**src/rtl/ex_mem_stage.sv**
```systemverilog
// EX/MEM valid/ready stage with a one-entry skid buffer: 1-cycle latency, full throughput.
// in_ready_o depends only on local state and flush_i; when MEM stalls, one extra entry parks in skid.
module ex_mem_stage #(
  parameter int DATA_W = 32,
  parameter int REG_AW = 5,
  parameter int CTRL_W = 5
) (
  input  logic              clk_i,
  input  logic              rst_n_i,
  input  logic              flush_i,
  input  logic              in_valid_i,
  output logic              in_ready_o,
  input  logic [CTRL_W-1:0] ctrl_i,
  input  logic              zero_i,
  input  logic [DATA_W-1:0] alu_data_i,
  input  logic [DATA_W-1:0] write_data_i,
  input  logic [REG_AW-1:0] rd_addr_i,
  output logic              out_valid_o,
  input  logic              out_ready_i,
  output logic [CTRL_W-1:0] ctrl_o,
  output logic              zero_o,
  output logic [DATA_W-1:0] alu_data_o,
  output logic [DATA_W-1:0] write_data_o,
  output logic [REG_AW-1:0] rd_addr_o
);

  typedef struct packed {
    logic [CTRL_W-1:0] ctrl;
    logic              zero;
    logic [DATA_W-1:0] alu_data;
    logic [DATA_W-1:0] write_data;
    logic [REG_AW-1:0] rd_addr;
  } entry_t;

  typedef enum logic [1:0] {
    ST_EMPTY = 2'b00,
    ST_FULL  = 2'b01,
    ST_SKID  = 2'b10
  } state_t;

  state_t r_state;
  state_t w_state_nxt;
  entry_t r_main;
  entry_t r_skid;
  entry_t w_in;
  logic   w_ix;
  logic   w_ox;
  logic   w_main_ld_in;
  logic   w_main_ld_skid;
  logic   w_skid_ld;

  assign w_in        = {ctrl_i, zero_i, alu_data_i, write_data_i, rd_addr_i};
  assign in_ready_o  = (r_state != ST_SKID) & ~flush_i;
  assign out_valid_o = (r_state != ST_EMPTY);
  assign w_ix        = in_valid_i & in_ready_o;
  assign w_ox        = out_valid_o & out_ready_i;

  always_comb begin
    w_state_nxt    = r_state;
    w_main_ld_in   = 1'b0;
    w_main_ld_skid = 1'b0;
    w_skid_ld      = 1'b0;
    if (flush_i) begin
      w_state_nxt = ST_EMPTY;
    end else begin
      case (r_state)
        ST_EMPTY: begin
          if (w_ix) begin
            w_state_nxt  = ST_FULL;
            w_main_ld_in = 1'b1;
          end
        end
        ST_FULL: begin
          if (w_ix && w_ox) begin
            w_main_ld_in = 1'b1;
          end else if (w_ix) begin
            w_state_nxt = ST_SKID;
            w_skid_ld   = 1'b1;
          end else if (w_ox) begin
            w_state_nxt = ST_EMPTY;
          end
        end
        ST_SKID: begin
          if (w_ox) begin
            w_state_nxt    = ST_FULL;
            w_main_ld_skid = 1'b1;
          end
        end
        default: w_state_nxt = ST_EMPTY;
      endcase
    end
  end

  always_ff @(posedge clk_i or negedge rst_n_i) begin
    if (!rst_n_i) begin
      r_state <= ST_EMPTY;
    end else begin
      r_state <= w_state_nxt;
    end
  end

  // Data registers only move on loads, so outputs keep their last value while invalid.
  always_ff @(posedge clk_i or negedge rst_n_i) begin
    if (!rst_n_i) begin
      r_main <= '0;
      r_skid <= '0;
    end else begin
      if (w_main_ld_in) begin
        r_main <= w_in;
      end else if (w_main_ld_skid) begin
        r_main <= r_skid;
      end
      if (w_skid_ld) begin
        r_skid <= w_in;
      end
    end
  end

  assign ctrl_o       = out_valid_o ? r_main.ctrl : '0;
  assign zero_o       = r_main.zero;
  assign alu_data_o   = r_main.alu_data;
  assign write_data_o = r_main.write_data;
  assign rd_addr_o    = r_main.rd_addr;

endmodule

```
**config.mk**
```make
export PLATFORM = sky130hd
export DESIGN_NAME = ex_mem_stage
export DESIGN_NICKNAME = d
export VERILOG_FILES = /design/src/rtl/ex_mem_stage.sv
export SDC_FILE = /design/constraint.sdc
export NUM_CORES = 1
export LEC_CHECK = 0
export ABC_AREA = 1
export ABC_CLOCK_PERIOD_IN_PS = 1500
export BUFFER_PORTS_ARGS = -buffer_cell sky130_fd_sc_hd__buf_2
export CAP_MARGIN = 20
export CORE_MARGIN = 10
export CORE_UTILIZATION = 49
export CTS_CLUSTER_SIZE = 20
export DETAILED_ROUTE_END_ITERATION = 6
export PLACE_DENSITY = 0.76
export SLEW_MARGIN = 15
export SYNTH_ARGS = -nofsm -noshare
export SYNTH_HDL_FRONTEND = slang
export SYNTH_SLANG_ARGS = --single-unit
```
**constraint.sdc**
```tcl
create_clock -name clk_i -period 1.5 [get_ports clk_i]
set_clock_uncertainty 0.2 [all_clocks]
set_input_delay 0.15 -clock clk_i [delete_from_list [all_inputs] [get_ports clk_i]]
set_output_delay 0.15 -clock clk_i [all_outputs]
set_load 0.01 [all_outputs]
```
# Word level (Yosys, flattened, before mapping)
# Cells that the tools add are included.
# word_totals
ff_bits,152
in_bits,80
out_inout_bits,77
word_cells,47
# classes
eq_ne,7
mux,20
bitwise,4
reduce_logical,5
# op_table
op,n
2-to-1 mux 75 bit,2
2-to-1 mux 2 bit,6
2-to-1 mux 1 bit,9
"inequality test 3 bit, second input constant",3
case mux 2 bit (3 select lines),1
2-to-1 mux 5 bit,1
"inequality test 4 bit, second input constant",1
AND reduction 4 bit,1
nonzero test 2 bit,2
AND 1 bit,3
"equality test 2 x 1 -> 1 bit, second input constant",1
"equality test 2 bit, second input constant",1
logical NOT 2 bit,1
"inequality test 2 bit, second input constant",1
case mux 1 bit (2 select lines),1
logical AND 1 bit,1
inverter 1 bit,1

# Depth between registers and ports, before layout
# depth
ltp_word,8
mapped_depth,8
depth_no_buf,6

# Least setup slack after synthesis
# No wires, ideal clock.
# synth_timing
kind,register to register
startpoint,register r_state[1]
endpoint,register r_skid[63] (netlist name)
setup_time_ps,130
arrival_ps,1163
t_required_ps,1170
path_slack_ps,7
stages_incl_launch_ff,7
path_buffers,2
period_less_slack_ps,1493
cell_sequence,dfrtp_1 -> nor2_4 -> nand3_2 -> buf_6 -> buf_4 -> nand2_1 -> o21ai_1
# synth_via
elab_chain_len,7
elab_cells_between_ends,11
classes_between,eq/ne: 2; mux: 4; bitwise: 3; reduce/logical: 2
# synth_rtl
element,line_no,text
start: declaration,41,state_t r_state;
start signal: assignment,98,r_state <= w_state_nxt;
inequality test 2 bit,53,assign in_ready_o = (r_state != ST_SKID) & ~flush_i;
AND 1 bit,53,
AND 1 bit,55,assign w_ix = in_valid_i & in_ready_o;
2-to-1 mux 1 bit or logical AND 1 bit (tied branches),"76, 74",
2-to-1 mux 1 bit,74,if (w_ix && w_ox) begin
2-to-1 mux 1 bit (*),66,case (r_state)
2-to-1 mux 1 bit (*),63,if (flush_i) begin
end signal: assignment,114,r_skid <= w_in;
end: declaration,44,entry_t r_skid;
# Every way passes the cells marked *; elsewhere a longest branch is shown, timed or not.
# A chain may end at the register's enable or synchronous reset.

# Worst setup path after layout
# layout_timing
startpoint,register r_state[1]
endpoint,register r_main (netlist bit write_data_o[26])
# layout_via
elab_chain_len,8
elab_cells_between_ends,18
classes_between,eq/ne: 3; mux: 8; bitwise: 3; reduce/logical: 4
# layout_rtl
element,line_no,text
inequality test 2 bit,53,
AND 1 bit,53,
AND 1 bit,55,
logical AND 1 bit,74,
2-to-1 mux 1 bit,74,
case mux 1 bit (2 select lines),66,
2-to-1 mux 1 bit,63,
2-to-1 mux 75 bit or nonzero test 2 bit (tied branches),n/a,
end signal: assignment,109,r_main <= w_in;
end signal: assignment,111,r_main <= r_skid;
end: declaration,43,entry_t r_main;
# Parallel ways exist; a longest one is shown, timed or not.

==> impl_results.md <==
* Design area at 12,400 µm²
* Status: finished with violations
* Placed insts at 1,084
* CP max stage cell: dfrtp_2
* Min Clock Period, post-route at 1890 ps
* Clk_lat worst skew at 430 ps
* Internal power at 10.7 mW
* Critical Path Source Type: flip-flop
* Critical Path RT at 1610 ps
* Clock share of power at 30.7%
* Vias in the first global route at 7,550
* Crit-path cells: nor2_4 > buf_4 > buf_12 > nand3_4 > buf_12 > buf_12 > clkbuf_16 > nand3_2 > nand3_2
* Critical path's top delay family: buffers and inverters
* Yosys cell types at 17
* Relative slew margins at 78.5%
* FILL cells at 706
* Worst Tran Pin Value at 323 ps
* Share of cells above drive strength 1 at 50.9%
* Crit path kind: reg -> reg
* Routed Antenna Nets at 0
* CTS max path bufs at 2
* Core area at 14,500 µm²
* Initial antenna violation count at 2
* Clock transition at the registers of the reported paths at 60 ps
* MaxCap Viol Count at 0
* First-pass GRT wire length at 41,400 µm
* CP Buf/Inv Count at 5
* Post-synth EDFFs at 0
* Pre-antenna DRT Iters at 7
* Total track usage at 25.9%
* WL per Instance at 25.8 µm
* Worst EP arrival at 2000 ps
* Die Wd at 142 µm
* Fmax at 0.529 GHz
* Crit path from: r_state[1]
* Port bufs at 156
* Leakage at 6.22 nW
* Crit path capture type: flip-flop
* Setup violators final at 159
* H-tree depth at 4
* Final TNS setup at -38,620 ps
* Area leader, netlist: dfrtp_1
* CTS tree: done
* Failing checks: negative hold slack, negative setup slack
* Remaining DRCs at 0
* Post-Syn Area at 7280 µm²
* Mapped Avg Cell Area at 8.62 µm²
* Pwr Total at 16.0 mW
* R2R cell count at 9
* Drt via density at 6.20
* Prevailing post-synth register cell: dfrtp_1
* Logic pwr share at 29.1%
* Synth async-reset ratio at 100%
* Area contributors post-synth: dfrtp_1 52%, nand3_1 11%, nand2_1 8.0%
* Most frequent cells in the layout: 151 x dfrtp_1, 149 x buf_2, 92 x nand3_2
* NetSw at 5.32 mW
* DRT iter0 DRCs at 770
* DP Worst Slack at -109 ps
* Num rows at 44
* Post-DP Area at 7890 µm²
* Vias at 7,871
* Non-Filler Instances at 1,270
* CP most frequent cell: buf_12
* CTS Buf Count at 17
* Final Max Slew Viols at 0
* RSZ-0062 raised after global routing: true
* Starting density of the core at 50.1%
* Seq pwr share at 40.2%
* Final GP Congestion at 0.777
* Pin count of the biggest net entering global routing at 56
* FF-to-FF Start: r_state[1]
* Crit-path max cell delay at 460 ps
* Post-Syn Nets at 925
* VDD IR-drop max at 0.865 mV
* Post-DP HPWL at 12,300 µm
* Hold Violations, Final at 22
* Vert. Die Dim at 142 µm
* CTS Root Cell: clkbuf_16
* Synth Register Bits at 152
* Hold Worst Slack at -14.2 ps
* Hold crit path type: in -> async
* Top-area cell type share of the netlist area at 52.2%
* WL final at 32,800 µm
* Top-Level Pins at 157
* Register area share after synthesis at 52.2%
* Net Sw Frac at 33.3%
* Synth warn at 0
* Die ar. at 20,100 µm²
* Most common library cell in the layout ignoring fill and taps: dfrtp_1
* Area grow syn2layout at 70.1%
* Final #Nets at 1,149
* Max FO, Critical Path at 8
* Crit path depth at 9
* Worst setup margin at -391 ps
* Syn Inst Count at 845
* Clock Sinks at 152
* Pwr dens at 1290 nW/µm²
* Aggregate global routing overflow at 0
* Final period util at 126%
worst reg2reg max path, cell delays in order (launching register included):
cell and delay [ps]:
dfrtp_2 460, nor2_4 150, buf_4 140, buf_12 110, nand3_4 100, buf_12 190
buf_12 140, clkbuf_16 170, nand3_2 70, nand3_2 60
final cells by class:
| class | count | area [µm²] | share of cell area (%) |
|---|---|---|---|
| antenna | 4 | 10.0 | 0.0808 |
| tap | 184 | 230 | 1.86 |
| multi-input combinational | 473 | 3760 | 30.4 |
| timing repair buffer | 339 | 3580 | 28.9 |
| inverter | 86 | 335 | 2.71 |
| sequential | 152 | 3800 | 30.7 |
| clock inverter | 12 | 196 | 1.59 |
| clock buffer | 20 | 467 | 3.77 |
path summary, 6_finish.rpt:
check                      slack [ps]          endpoint
setup reg to reg                 -390  write_data_o[26]
min in group clk_i                100        r_state[0]
hold / removal                    -10   write_data_o[1]
max in group asynchronous         540        r_skid[15]
setup / recovery                 -390  write_data_o[26]
hold reg to reg                   280    alu_data_o[12]
flip-flops by register name, summed over array words and instances (netlist names):
register      cells
write_data_o     32
rd_addr_o         5
r_state           2
r_skid           75
r_main            5
zero_o            1
alu_data_o       32
power by group through the flow:
stage                     clock network, mW  registers [mW]  logic [mW]
final                                  4.91            6.42        4.66
after floorplan                           0            5.76        2.03
after global routing                   5.03            6.50        4.96
after global placement                    0            5.85        2.48
after CTS                              4.82            5.96        3.58
after detailed placement                  0            5.88        2.56
kinds of logic (layout without fill, tap and decap cells):
logic type / after synthesis / count (layout) / synth area share, %
other: 0 / 4 / 0
buffers and inverters: 220 / 457 / 16.5
DFF: 152 / 152 / 52.2
AOI/OAI and AO/OA: 76 / 76 / 5.22
and+or+nand+nor: 397 / 397 / 26.0
what timing repair did:
item	in CTS	in global routing
gates cloned	29	12
pin swaps	7	37
hold buffers	78	0
resized for setup	217	273
setup buffers	28	15
setup endpoints to repair	144	159
hold endpoints to repair	303	0
synthesized netlist by cell type, types with 2 or more instances:
master    number
o21ai_1       25
buf_2         30
nand4_1       76
nand2_1      156
inv_1         85
nand3_1      155
buf_4         72
nand3_2        2
clkbuf_1      23
o21ai_0       50
dfrtp_1      152
nor2_1         6
buf_6          9
per-layer routing:
metal	vias to the layer above	routed length, µm	GRT usage [%]
met5	-	0	0
met3	176	2740	6.21
li1	3214	-	-
met1	3887	11200	30.7
met2	594	16900	42.3
met4	0	1970	14.6
metrics by stage:
stage | hold WS, ps | utilization [%]
after floorplan | -346 | -
after global placement | -145 | 54.3
after detailed placement | -145 | 54.3
after CTS | -11.0 | 75.4
after global routing | 14.3 | 85.2
final | -14.2 | 85.2
(Power assumes the default switching activity.)
